### config.mk
export PLATFORM = sky130hd
export DESIGN_NAME = rvm_mem_arbiter
export DESIGN_NICKNAME = d
export VERILOG_FILES = /design/src/rtl/rvm_mem_arbiter.sv
export SDC_FILE = /design/constraint.sdc
export NUM_CORES = 1
export LEC_CHECK = 0
export BUFFER_PORTS_ARGS = -buffer_cell sky130_fd_sc_hd__buf_2
export CELL_PAD_IN_SITES_DETAIL_PLACEMENT = 1
export CELL_PAD_IN_SITES_GLOBAL_PLACEMENT = 2
export CORE_MARGIN = 2
export CORE_UTILIZATION = 32
export CTS_BUF_LIST = sky130_fd_sc_hd__clkbuf_8
export CTS_CLUSTER_SIZE = 12
export DETAILED_ROUTE_END_ITERATION = 10
export MAX_ROUTING_LAYER = met4
export PLACE_DENSITY = 0.84
export SLEW_MARGIN = 5
export SYNTH_ARGS = -nofsm -noshare
export SYNTH_HDL_FRONTEND = slang
export SYNTH_SLANG_ARGS = --single-unit
export TNS_END_PERCENT = 100
### constraint.sdc
create_clock -name clk -period 4.5 [get_ports clk]
set_input_delay 0.45 -clock clk [delete_from_list [all_inputs] [get_ports clk]]
set_output_delay 0.45 -clock clk [all_outputs]
set_load 0.02 [all_outputs]
### src/rtl/rvm_mem_arbiter.sv
// rvm_mem_arbiter: shares one memory bus between instruction fetch and load/store.
//
// One transaction runs at a time (IDLE -> REQ -> RSP -> IDLE). The data port wins
// arbitration unless fetch has already waited through MAX_DATA_RUN data grants. A
// response that stalls in RSP is completed with an error after TIMEOUT cycles.
//
// Ports
//   clk, resetn                     clock, asynchronous active-low reset
//   if_req/if_addr                  fetch request and address (held until if_done)
//   if_done/if_rdata/if_error       fetch completion pulse, data and error
//   d_req/d_addr/d_wen/d_strb/d_wdata  load/store request and attributes
//   d_done/d_rdata/d_error          load/store completion pulse, data and error
//   mem_req/mem_addr/mem_wen/mem_strb/mem_wdata  registered bus request
//   mem_gnt                         bus accepted the request this cycle
//   mem_recv/mem_rdata/mem_error    bus response
module rvm_mem_arbiter #(
    parameter int unsigned ADDR_W       = 32,
    parameter int unsigned DATA_W       = 32,
    parameter int unsigned MAX_DATA_RUN = 4,
    parameter int unsigned TIMEOUT      = 255
) (
    input  logic                clk,
    input  logic                resetn,
    input  logic                if_req,
    input  logic [ADDR_W-1:0]   if_addr,
    output logic                if_done,
    output logic [DATA_W-1:0]   if_rdata,
    output logic                if_error,
    input  logic                d_req,
    input  logic [ADDR_W-1:0]   d_addr,
    input  logic                d_wen,
    input  logic [DATA_W/8-1:0] d_strb,
    input  logic [DATA_W-1:0]   d_wdata,
    output logic                d_done,
    output logic [DATA_W-1:0]   d_rdata,
    output logic                d_error,
    output logic                mem_req,
    output logic [ADDR_W-1:0]   mem_addr,
    output logic                mem_wen,
    output logic [DATA_W/8-1:0] mem_strb,
    output logic [DATA_W-1:0]   mem_wdata,
    input  logic                mem_gnt,
    input  logic                mem_recv,
    input  logic [DATA_W-1:0]   mem_rdata,
    input  logic                mem_error
);

    localparam int unsigned STRB_W = DATA_W / 8;
    localparam int unsigned RUN_W  = $clog2(MAX_DATA_RUN + 1);
    localparam int unsigned TMO_W  = (TIMEOUT > 1) ? $clog2(TIMEOUT) : 1;

    localparam logic [RUN_W-1:0] RunMax  = RUN_W'(MAX_DATA_RUN);
    localparam logic [TMO_W-1:0] TmoLast = TMO_W'((TIMEOUT == 0) ? 0 : TIMEOUT - 1);

    typedef enum logic [1:0] {StIdle, StReq, StRsp} state_e;

    state_e              state_q;
    logic                owner_q;  // 1 = data port owns the current transaction
    logic [RUN_W-1:0]    run_q;
    logic [TMO_W-1:0]    tmo_q;
    logic                mem_req_q;
    logic [ADDR_W-1:0]   mem_addr_q;
    logic                mem_wen_q;
    logic [STRB_W-1:0]   mem_strb_q;
    logic [DATA_W-1:0]   mem_wdata_q;
    logic                if_done_q, d_done_q;
    logic [DATA_W-1:0]   if_rdata_q, d_rdata_q;
    logic                if_error_q, d_error_q;

    logic                grant_d, grant_f;
    logic                complete;
    logic [DATA_W-1:0]   cpl_rdata;
    logic                cpl_error;

    always_comb begin
        grant_d = d_req && (!if_req || (run_q < RunMax));
        grant_f = if_req && !grant_d;
    end

    // Completion comes from a same-cycle gnt+recv in REQ, a response in RSP, or the
    // timeout expiring in RSP (which forces zero data and an error).
    always_comb begin
        complete  = 1'b0;
        cpl_rdata = mem_rdata;
        cpl_error = mem_error;
        case (state_q)
            StReq: complete = mem_gnt && mem_recv;
            StRsp: begin
                if (mem_recv) begin
                    complete = 1'b1;
                end else if ((TIMEOUT != 0) && (tmo_q == TmoLast)) begin
                    complete  = 1'b1;
                    cpl_rdata = '0;
                    cpl_error = 1'b1;
                end
            end
            default: complete = 1'b0;
        endcase
    end

    always_ff @(posedge clk or negedge resetn) begin
        if (!resetn) begin
            state_q     <= StIdle;
            owner_q     <= 1'b0;
            run_q       <= '0;
            tmo_q       <= '0;
            mem_req_q   <= 1'b0;
            mem_addr_q  <= '0;
            mem_wen_q   <= 1'b0;
            mem_strb_q  <= '0;
            mem_wdata_q <= '0;
            if_done_q   <= 1'b0;
            d_done_q    <= 1'b0;
            if_rdata_q  <= '0;
            d_rdata_q   <= '0;
            if_error_q  <= 1'b0;
            d_error_q   <= 1'b0;
        end else begin
            if_done_q <= 1'b0;
            d_done_q  <= 1'b0;
            if (complete) begin
                if (owner_q) begin
                    d_done_q  <= 1'b1;
                    d_rdata_q <= cpl_rdata;
                    d_error_q <= cpl_error;
                end else begin
                    if_done_q  <= 1'b1;
                    if_rdata_q <= cpl_rdata;
                    if_error_q <= cpl_error;
                end
            end

            case (state_q)
                StIdle: begin
                    if (grant_d || grant_f) begin
                        owner_q     <= grant_d;
                        mem_req_q   <= 1'b1;
                        mem_addr_q  <= grant_d ? d_addr : if_addr;
                        mem_wen_q   <= grant_d && d_wen;
                        mem_strb_q  <= grant_d ? d_strb : '0;
                        mem_wdata_q <= grant_d ? d_wdata : '0;
                        // Run length only grows while fetch is actually waiting.
                        if (grant_d && if_req) begin
                            run_q <= (run_q == RunMax) ? run_q : run_q + 1'b1;
                        end else begin
                            run_q <= '0;
                        end
                        state_q <= StReq;
                    end
                end
                StReq: begin
                    if (mem_gnt) begin
                        mem_req_q <= 1'b0;
                        tmo_q     <= '0;
                        state_q   <= mem_recv ? StIdle : StRsp;
                    end
                end
                StRsp: begin
                    if (complete) begin
                        state_q <= StIdle;
                    end else begin
                        tmo_q <= tmo_q + 1'b1;
                    end
                end
                default: state_q <= StIdle;
            endcase
        end
    end

    assign mem_req   = mem_req_q;
    assign mem_addr  = mem_addr_q;
    assign mem_wen   = mem_wen_q;
    assign mem_strb  = mem_strb_q;
    assign mem_wdata = mem_wdata_q;
    assign if_done   = if_done_q;
    assign if_rdata  = if_rdata_q;
    assign if_error  = if_error_q;
    assign d_done    = d_done_q;
    assign d_rdata   = d_rdata_q;
    assign d_error   = d_error_q;

endmodule

* Word-level counts from Yosys, hierarchy flattened
Index checks and enable logic that the tools add are counted. W data, S select, Z words.
Word-level totals: output and inout port bits 138, bits in registers 152, input port bits 140
Cells by class: muxes and demuxes 29, eq/ne operators 9, $lt $le $gt $ge 1, add/sub/neg operators 2, reductions and logical operators 19, bitwise logic cells 1
Operator list (number):
- $mux W32 | 5
- $mux W8 | 2
- $pmux W8 S2 | 1
- $reduce_and A3 Y1 | 4
- $mux W1 | 11
- $ne A2 B2 Y1 const B | 5
- $add A8 B1 Y8 const B | 1
- $eq A8 B8 Y1 const B | 1
- $mux W2 | 4
- $mux W3 | 2
- $pmux W2 S3 | 1
- $reduce_and A2 Y1 | 3
- $logic_and A1 B1 Y1 | 5
- $mux W4 | 1
- $pmux W1 S2 | 2
- $reduce_bool A2 Y1 | 2
- $add A3 B1 Y3 const B | 1
- $eq A3 B3 Y1 const B | 1
- $lt A3 B3 Y1 const B | 1
- $eq A2 B1 Y1 const B | 1
- $eq A2 B2 Y1 const B | 1
- $logic_not A1 Y1 | 2
- $logic_not A2 Y1 | 1
- $logic_or A1 B1 Y1 | 2
- $not A1 Y1 | 1

* Longest topological paths before layout
Gate-level depths: netlist of run 1.
word-level depth 8, depth in mapped cells 8, mapped depth without buffers 6

* Worst setup path after synthesis of run 1
No wires, ideal clock.
path kind register to register, start point register tmo_q[0], end point register tmo_q[1], path slack 2.712 ns, required time 4.375 ns, stages on the path, launching flop included 7, library setup time 0.125 ns, arrival time 1.664 ns, cell sequence dfrtp_1 -> inv_1 -> ha_1 -> and3_1 -> a211o_1 -> a21oi_2 -> mux2_2
Between the ends: cells in the longest elaborated chain, start to end 6, elaborated cells on any way between the ends 9, those cells by class add/sub: 1; eq/ne: 2; mux: 5; reduce/logical: 1
RTL lines:
- from (decl) | line 60 | logic [TMO_W-1:0] tmo_q;
- from (signal assigned) | line 162 | tmo_q <= tmo_q + 1'b1;
- $eq A8 B8 Y1 | line 91 | end else if ((TIMEOUT != 0) && (tmo_q == TmoLast)) begin
- $mux W1 | line 91
- $mux W1 | line 89 | if (mem_recv) begin
- $pmux W1 S2 | line 86 | case (state_q)
- $ne A2 B2 Y1 (no line)
- $reduce_and A3 Y1 (no line)
Parallel ways exist; a longest one is shown, timed or not. The select of a mux whose other input is x is not followed. A chain may end at the register's enable or synchronous reset.

* Worst setup path in the final report of run 1
start point register state_q[1], end point register d_rdata_q[4], in the netlist d_rdata[4]
Between the ends: cells in the longest elaborated chain, start to end 3, elaborated cells on any way between the ends 5, those cells by class eq/ne: 2; mux: 2; reduce/logical: 1
RTL lines:
- from (decl) | line 57 | state_e state_q;
- from (signal assigned) | line 103 | state_q <= StIdle;
- from (signal assigned) | line 148 | state_q <= StReq;
- from (signal assigned) | line 155 | state_q <= mem_recv ? StIdle : StRsp;
- $eq A2 B2 Y1 or $eq A2 B1 Y1 (tied branches) | line 86
- $pmux W1 S2 | line 86
- $reduce_and A2 Y1 (no line)
- to (signal assigned) | line 124 | d_rdata_q <= cpl_rdata;
- to (decl) | line 67 | logic [DATA_W-1:0] if_rdata_q, d_rdata_q;
Parallel ways exist; a longest one is shown, timed or not.

==> load_flow_metrics.sql, run 1 <==
INSERT INTO impl_metrics (metric_group, metric, value, unit) VALUES
('run_status', 'outcome', 'complete, no violations', ''),
('power', 'swShare', '43.0', '%'),
('yosys', 'syn_area', '0.00618', 'sq mm'),
('place', 'routabilityCongestion', '0.806', ''),
('yosys', 'main_area_contributors_after_synthesis', 'sky130_fd_sc_hd__dfrtp_1 (62%), sky130_fd_sc_hd__a32o_1 (10%), sky130_fd_sc_hd__mux2i_1 (6.0%)', ''),
('yosys', 'synth_seq_area_share', '61.6', '%'),
('die', 'design.portCount', '278', ''),
('global_route', 'grt_use_total', '19.2', '%'),
('setup_path', 'arrival', '3.31', 'ns'),
('hold_path', 'hold_depth', '2', ''),
('setup_path', 'regToRegSetupSlack', '1.52', 'ns'),
('yosys', 'yosys.area.top_type', 'sky130_fd_sc_hd__dfrtp_1', ''),
('timing', 'timing.setup.tns', '0', 'ns'),
('global_route', 'antenna_found_initial', '1', ''),
('run', 'drv.max_cap_violation_count', '0', ''),
('clock_tree', 'h-tree-depth', '4', ''),
('global_route', 'vias_in_the_first_global_route', '5471', ''),
('timing', 'slew_violations', '0', ''),
('power', 'total_power', '5.97', 'mW'),
('timing', 'achievable_clock_frequency', '0.336', 'GHz'),
('global_route', 'globalRoute.totalOverflow', '0', ''),
('timing', 'finalCriticalPeriod', '2.98', 'ns'),
('clock_tree', 'clockRootBuffer', 'sky130_fd_sc_hd__clkbuf_8', ''),
('power', 'netSwitchingPower', '2.57', 'mW'),
('yosys', 'distinct_cell_type_count_of_the_synthesized_netlist', '41', ''),
('setup_path', 'crit_required', '4.84', 'ns'),
('setup_path', 'crit_cells', '7', ''),
('clock_tree', 'cts_tree', 'built', ''),
('power', 'irDropWorstVdd', '0.304', 'mV'),
('setup_path', 'critPathTopFamily', 'simple AND/OR/NAND/NOR gates', ''),
('setup_path', 'critPathSlowestCell', 'sky130_fd_sc_hd__nand2_1', ''),
('drt', 'num_vias', '5179', ''),
('drt', 'drt_drc_violations_left', '0', ''),
('die', 'core_area', '0.0188', 'sq mm'),
('yosys', 'synth_most_common_cell', 'sky130_fd_sc_hd__dfrtp_1', ''),
('power', 'power.static_leakage', '4.22', 'nW'),
('clock_tree', 'worst_skew_pair.late_latency', '0.46', 'ns'),
('clock_tree', 'clk_pin_slew', '0.10', 'ns'),
('setup_path', 'worstPathCellList', 'inv_1, ha_1, and2_1, o211a_1, buf_4, nand2_1, a32o_1', ''),
('timing', 'final_hold_fails', '0', ''),
('clock_tree', 'post-cts-setup-buffers', '0', ''),
('clock_tree', 'cts.sink_count', '152', ''),
('setup_path', 'timing.critical_path.to', 'd_rdata[4]$_DFFE_PN0P_', ''),
('place', 'post-dp-hpwl', '13600', 'um'),
('setup_path', 'regToRegStartpoint', 'state_q[1]$_DFFE_PN0P_', ''),
('setup_path', 'critPathMaxStageDelay', '0.80', 'ns'),
('layout', 'final_layout_size_suffix_gt1_share', '43.1', '%'),
('clock_tree', 'largest_buffer_count_on_any_clock_path', '2', ''),
('yosys', 'post_synth.cell_area_avg', '12.9', 'sq um'),
('power', 'share_comb_of_total_power', '44.2', '%'),
('setup_path', 'worst_r2r_path_depth', '7', ''),
('yosys', 'synth-edff-count', '0', ''),
('drt', 'postRouteWirelength', '19200', 'um'),
('clock_tree', 'tritoncts.num_buffers', '17', ''),
('yosys', 'asyncSetResetFlopFracSynth', '100', '%'),
('power', 'power.sequential.fraction', '38.6', '%'),
('die', 'start_util', '32.8', '%'),
('yosys', 'netlist_instances', '479', ''),
('setup_path', 'criticalPathCategory', 'reg -> reg', ''),
('setup_path', 'crit_path_start', 'state_q[1]$_DFFE_PN0P_', ''),
('timing', 'clock_skew', '0.0191', 'ns'),
('drt', 'detail_route.wl_per_cell', '18.8', 'um'),
('layout', 'area_growth', '32.4', '%'),
('timing', 'relSlewSlack', '17.9', '%'),
('yosys', 'dominantRegCellSynth', 'sky130_fd_sc_hd__dfrtp_1', ''),
('drt', 'route.antenna.remaining_nets', '0', ''),
('yosys', 'synthDominantCellAreaShare', '61.6', '%'),
('setup_path', 'crit-reg2reg-capture', 'd_rdata[4]$_DFFE_PN0P_', ''),
('layout', 'nFillCells', '2116', ''),
('hold_path', 'hold_path.class', 'in -> reg', ''),
('setup_path', 'crit_path_max_fanout', '35', '');
-- stage by stage --
step / worst slack, ns / instance area, sq um / hold WS, ns / instances
3_5_place_dp: 1.53 / 7790 / 0.467 / 984
4_1_cts: 1.50 / 8180 / 0.181 / 1017
3_3_place_gp: 1.63 / 7790 / 0.460 / 984
5_1_grt: 1.26 / 8180 / 0.178 / 1018
2_1_floorplan: 2.71 / 6180 / 0.154 / 479
6_report: 1.52 / 8180 / 0.210 / 1018
-- power groups by stage --
stage | clock [mW] | sequential (mW) | combinational (mW)
6_report | 1.03 | 2.31 | 2.64
3_5_place_dp | 0 | 2.33 | 2.68
2_1_floorplan | 0 | 3.01 | 0.954
5_1_grt | 1.13 | 2.38 | 2.87
4_1_cts | 1.06 | 2.31 | 2.68
3_3_place_gp | 0 | 2.31 | 2.60
-- layout by cell type (no fill, tap or decap), drive strengths merged, types with 3 or more instances in the layout --
cell type | synthesis | final
a21oi | 7 | 7
a221oi | 3 | 3
a22o | 39 | 39
a31oi | 3 | 3
a32o | 64 | 64
and2 | 3 | 3
buf | 19 | 285
clkbuf | 21 | 18
clkinvlp | 0 | 3
dfrtp | 152 | 152
ha | 7 | 7
inv | 12 | 20
mux2i | 37 | 37
nand2 | 46 | 46
nand2b | 6 | 6
o21ai | 33 | 33
-- final cells by class --
cell class | count | area [sq um] | area share (%)
multi-input combinational | 275 | 2160 | 26.4
clock inverter | 14 | 136 | 1.67
clock buffer | 18 | 248 | 3.03
sequential | 152 | 3800 | 46.5
tap | 260 | 325 | 3.98
inverter | 12 | 45.0 | 0.550
timing repair buffer | 286 | 1460 | 17.9
antenna | 1 | 2.50 | 0.0306
-- cells by family (layout without fill, tap and decap cells) --
logic type | count (synthesis) | count (layout) | synth area share (%)
simple gates | 67 | 67 | 4.98
buf+inv | 52 | 330 | 3.85
compound gates | 162 | 162 | 21.8
flops | 152 | 152 | 61.6
mux | 39 | 39 | 6.36
fa+ha+maj | 7 | 7 | 1.42
other cells | 0 | 1 | 0
-- worst register-to-register path, cell delays in order (launching register included) --
cell and delay (ns):
sky130_fd_sc_hd__dfrtp_1 0.39, sky130_fd_sc_hd__inv_1 0.10, sky130_fd_sc_hd__ha_1 0.31, sky130_fd_sc_hd__and2_1 0.23, sky130_fd_sc_hd__o211a_1 0.15, sky130_fd_sc_hd__buf_4 0.35
sky130_fd_sc_hd__nand2_1 0.81, sky130_fd_sc_hd__a32o_1 0.53
-- flip-flops by register name (all words and copies together), names as in the netlist, 2 cells and up --
name       flops
mem_strb       4
mem_wdata     32
if_rdata      32
state_q        2
d_rdata       32
run_q          3
mem_addr      32
tmo_q          8
-- how the worst min path moves through the flow --
stage | start | end
6_report | d_wdata[18] | mem_wdata[18]$_DFFE_PN0P_
5_1_grt | d_wdata[30] | mem_wdata[30]$_DFFE_PN0P_
4_1_cts | d_wdata[18] | mem_wdata[18]$_DFFE_PN0P_
3_5_place_dp | mem_addr[6]$_DFFE_PN0P_ | mem_addr[6]$_DFFE_PN0P_
3_3_place_gp | mem_addr[18]$_DFFE_PN0P_ | mem_addr[18]$_DFFE_PN0P_
2_1_floorplan | resetn | d_done$_DFF_PN0_
-- layer usage --
metal / GRT usage, % / routed length (um)
met5: - / 0
met2: 30.3 / 9040
met1: 23.7 / 8100
met4: 5.73 / 318
met3: 6.27 / 1710
-- what timing repair did --
action	CTS	global route
gates resized for setup	0	0
hold endpoints to repair	27	0
hold buffers	1	0
No activity file was read; power rests on OpenSTA's default activity.
==> run 2: changes to the inputs <==
--- a/config.mk
+++ b/config.mk
@@ -9,12 +9,12 @@
 export CELL_PAD_IN_SITES_DETAIL_PLACEMENT = 1
 export CELL_PAD_IN_SITES_GLOBAL_PLACEMENT = 2
 export CORE_MARGIN = 2
-export CORE_UTILIZATION = 32
+export CORE_UTILIZATION = 27
 export CTS_BUF_LIST = sky130_fd_sc_hd__clkbuf_8
 export CTS_CLUSTER_SIZE = 12
 export DETAILED_ROUTE_END_ITERATION = 10
 export MAX_ROUTING_LAYER = met4
-export PLACE_DENSITY = 0.84
+export PLACE_DENSITY = 0.75
 export SLEW_MARGIN = 5
 export SYNTH_ARGS = -nofsm -noshare
 export SYNTH_HDL_FRONTEND = slang
==> constraint.sdc (replaced) <==
create_clock -name clk -period 2.6 [get_ports clk]
set_input_delay 0.26 -clock clk [delete_from_list [all_inputs] [get_ports clk]]
set_output_delay 0.26 -clock clk [all_outputs]
set_load 0.02 [all_outputs]
==> run 2 against run 1 <==
  * Maximum frequency increased by 37%
  * Hold slack lost 0.17 ns
  * Die area rose by 18%
  * Global-route usage down 2.7 points
  * Highest routed layer unchanged
==> load_flow_metrics.sql, run 2 (synthesis gave the netlist of run 1 again) <==
INSERT INTO impl_metrics (metric_group, metric, value, unit) VALUES
('place', 'routabilityCongestion', '0.799', ''),
('timing', 'achievable_clock_frequency', '0.460', 'GHz'),
('power', 'power.sequential.fraction', '38.3', '%'),
('layout', 'final_layout_size_suffix_gt1_share', '42.5', '%'),
('setup_path', 'criticalPathCategory', 'reg -> reg', ''),
('timing', 'clock_skew', '0.0170', 'ns'),
('clock_tree', 'cts_tree', 'built', ''),
('place', 'placed_instances', '1016', ''),
('setup_path', 'crit-reg2reg-capture', 'if_rdata[20]$_DFFE_PN0P_', ''),
('timing', 'slew_violations', '0', ''),
('global_route', 'grt_max_degree', '67', ''),
('timing', 'timing.setup.tns', '0', 'ns'),
('place', 'post-dp-hpwl', '13800', 'um'),
('power', 'power.density', '1220', 'mW/mm^2'),
('layout', 'area_growth', '37.4', '%'),
('power', 'p_int', '5.85', 'mW'),
('layout', 'finish.instance_area', '0.00849', 'sq mm'),
('clock_tree', 'clockRootBuffer', 'sky130_fd_sc_hd__clkbuf_8', ''),
('clock_tree', 'h-tree-depth', '4', ''),
('clock_tree', 'worst_skew_pair.late_latency', '0.45', 'ns'),
('global_route', 'vias_in_the_first_global_route', '5427', ''),
('setup_path', 'worst_r2r_path_depth', '6', ''),
('power', 'power.static_leakage', '4.34', 'nW'),
('layout', 'layout.cells.non_filler', '1073', ''),
('timing', 'grt_setup_unrepaired', 'no', ''),
('layout', 'post-route-util', '37.6', '%'),
('setup_path', 'cp-start-kind', 'flip-flop', ''),
('clock_tree', 'largest_buffer_count_on_any_clock_path', '2', ''),
('timing', 'finalCriticalPeriod', '2.17', 'ns'),
('place', 'port-buffer-count', '277', ''),
('drt', 'num_vias', '5202', ''),
('timing', 'setup_viol_count_final', '0', ''),
('power', 'irDropWorstVdd', '0.462', 'mV'),
('setup_path', 'crit_path_max_fanout', '33', ''),
('power', 'netSwitchingPower', '4.47', 'mW'),
('die', 'die-height', '155', 'um'),
('setup_path', 'timing.critical_path.to_type', 'flip-flop', ''),
('layout', 'nets', '918', ''),
('clock_tree', 'holdBufCountCts', '21', ''),
('hold_path', 'hold_path.class', 'in -> reg', ''),
('die', 'placementRows', '55', ''),
('power', 'power.share.clock', '16.3', '%'),
('clock_tree', 'post-cts-setup-buffers', '0', ''),
('setup_path', 'crit_required', '2.92', 'ns'),
('global_route', 'global_route_wire_length_before_repair', '30500', 'um'),
('timing', 'finalCritPeriodShare', '83.6', '%'),
('global_route', 'grt_use_total', '16.6', '%'),
('die', 'start_util', '27.4', '%'),
('drt', 'drt_pass1_iterations', '4', ''),
('timing', 'final_hold_fails', '0', ''),
('place', 'placed_cell_area', '0.00792', 'sq mm'),
('clock_tree', 'tritoncts.num_buffers', '17', ''),
('drt', 'route.detailed.vias_per_inst', '4.85', ''),
('global_route', 'globalRoute.totalOverflow', '0', ''),
('run', 'drv.max_cap_violation_count', '0', ''),
('setup_path', 'timing.critical_path.to', 'if_rdata[20]$_DFFE_PN0P_', ''),
('timing', 'relSlewSlack', '42.2', '%'),
('die', 'design.portCount', '278', ''),
('die', 'floorplan.die_area', '0.0241', 'sq mm'),
('drt', 'drt_drc_violations_left', '0', ''),
('run_status', 'outcome', 'complete, no violations', ''),
('layout', 'mostFrequentLayoutCells', 'sky130_fd_sc_hd__buf_2 (276), sky130_fd_sc_hd__dfrtp_1 (152), sky130_fd_sc_hd__a32o_1 (64)', ''),
('setup_path', 'crit_path_start', 'state_q[1]$_DFFE_PN0P_', ''),
('power', 'share_comb_of_total_power', '45.3', '%'),
('die', 'chipWidth', '155', 'um'),
('drt', 'drt_iter0_drc', '210', ''),
('drt', 'detail_route.wl_per_cell', '18.4', 'um'),
('setup_path', 'regToRegStartpoint', 'state_q[1]$_DFFE_PN0P_', ''),
('global_route', 'antenna_found_initial', '5', ''),
('power', 'swShare', '43.3', '%'),
('layout', 'layout_commonest_cell', 'sky130_fd_sc_hd__buf_2', ''),
('clock_tree', 'cts.sink_count', '152', ''),
('setup_path', 'regToRegSetupSlack', '0.43', 'ns'),
('setup_path', 'arrival', '2.50', 'ns'),
('drt', 'postRouteWirelength', '19700', 'um'),
('drt', 'route.antenna.remaining_nets', '0', ''),
('clock_tree', 'clk_pin_slew', '0.10', 'ns'),
('die', 'core_area', '0.0226', 'sq mm'),
('timing', 'max_slew.worst_pin.slew', '0.863', 'ns'),
('clock_tree', 'post_cts_gate_resize_count', '0', '');
==> run 2: metrics by stage <==
stage | setup WS (ns) | hold slack [ns] | power (mW)
detailed placement | 0.454 | 0.271 | 8.70
floorplan | 0.812 | -0.0356 | 6.86
global placement | 0.468 | 0.276 | 8.60
CTS | 0.433 | 0.00179 | 10.5
global route | 0.243 | 0.00880 | 11.0
finish | 0.426 | 0.0433 | 10.3
==> run 2: cell type report <==
type	count	area, sq um
Multi-Input combinational cell	275	2160
Tap cell	285	357
Clock inverter	14	114
Fill cell	2580	14100
Clock buffer	17	234
Sequential cell	152	3800
Timing Repair Buffer	313	1770
Antenna cell	5	12.5
Inverter	12	45.0
==> run 2: power groups by stage <==
stage | logic (mW) | clock network, mW | registers [mW]
2_1_floorplan | 1.65 | 0 | 5.21
3_3_place_gp | 4.66 | 0 | 3.94
3_5_place_dp | 4.70 | 0 | 4.00
4_1_cts | 4.73 | 1.76 | 3.96
5_1_grt | 5.08 | 1.86 | 4.09
6_report | 4.68 | 1.69 | 3.96
==> run 2: routing by layer <==
metal / vias up / track usage (%) / part of all wire, %
met5: - / - / 0
li1: 2406 / - / -
met1: 2566 / 20.9 / 45
met3: 16 / 5.93 / 9.4
met2: 214 / 25.5 / 44
met4: 0 / 4.28 / 1.2
==> run 2: worst max-delay path: stages (launching register included) <==
cell and delay, ns:
sky130_fd_sc_hd__dfrtp_1 0.39, sky130_fd_sc_hd__inv_1 0.10, sky130_fd_sc_hd__ha_1 0.33, sky130_fd_sc_hd__nand2_2 0.14
sky130_fd_sc_hd__a211oi_4 0.28, sky130_fd_sc_hd__nand2_2 0.43, sky130_fd_sc_hd__a32o_1 0.38
==> run 2: worst min-delay path by stage <==
stage	startpoint	depth (start not counted)	end
after CTS	d_wdata[8]	2	mem_wdata[8]$_DFFE_PN0P_
after global placement	resetn	1	d_done$_DFF_PN0_
after detailed placement	resetn	1	d_done$_DFF_PN0_
final	d_wdata[8]	2	mem_wdata[8]$_DFFE_PN0P_
after floorplan	resetn	0	d_done$_DFF_PN0_
after global routing	d_wdata[10]	2	mem_wdata[10]$_DFFE_PN0P_
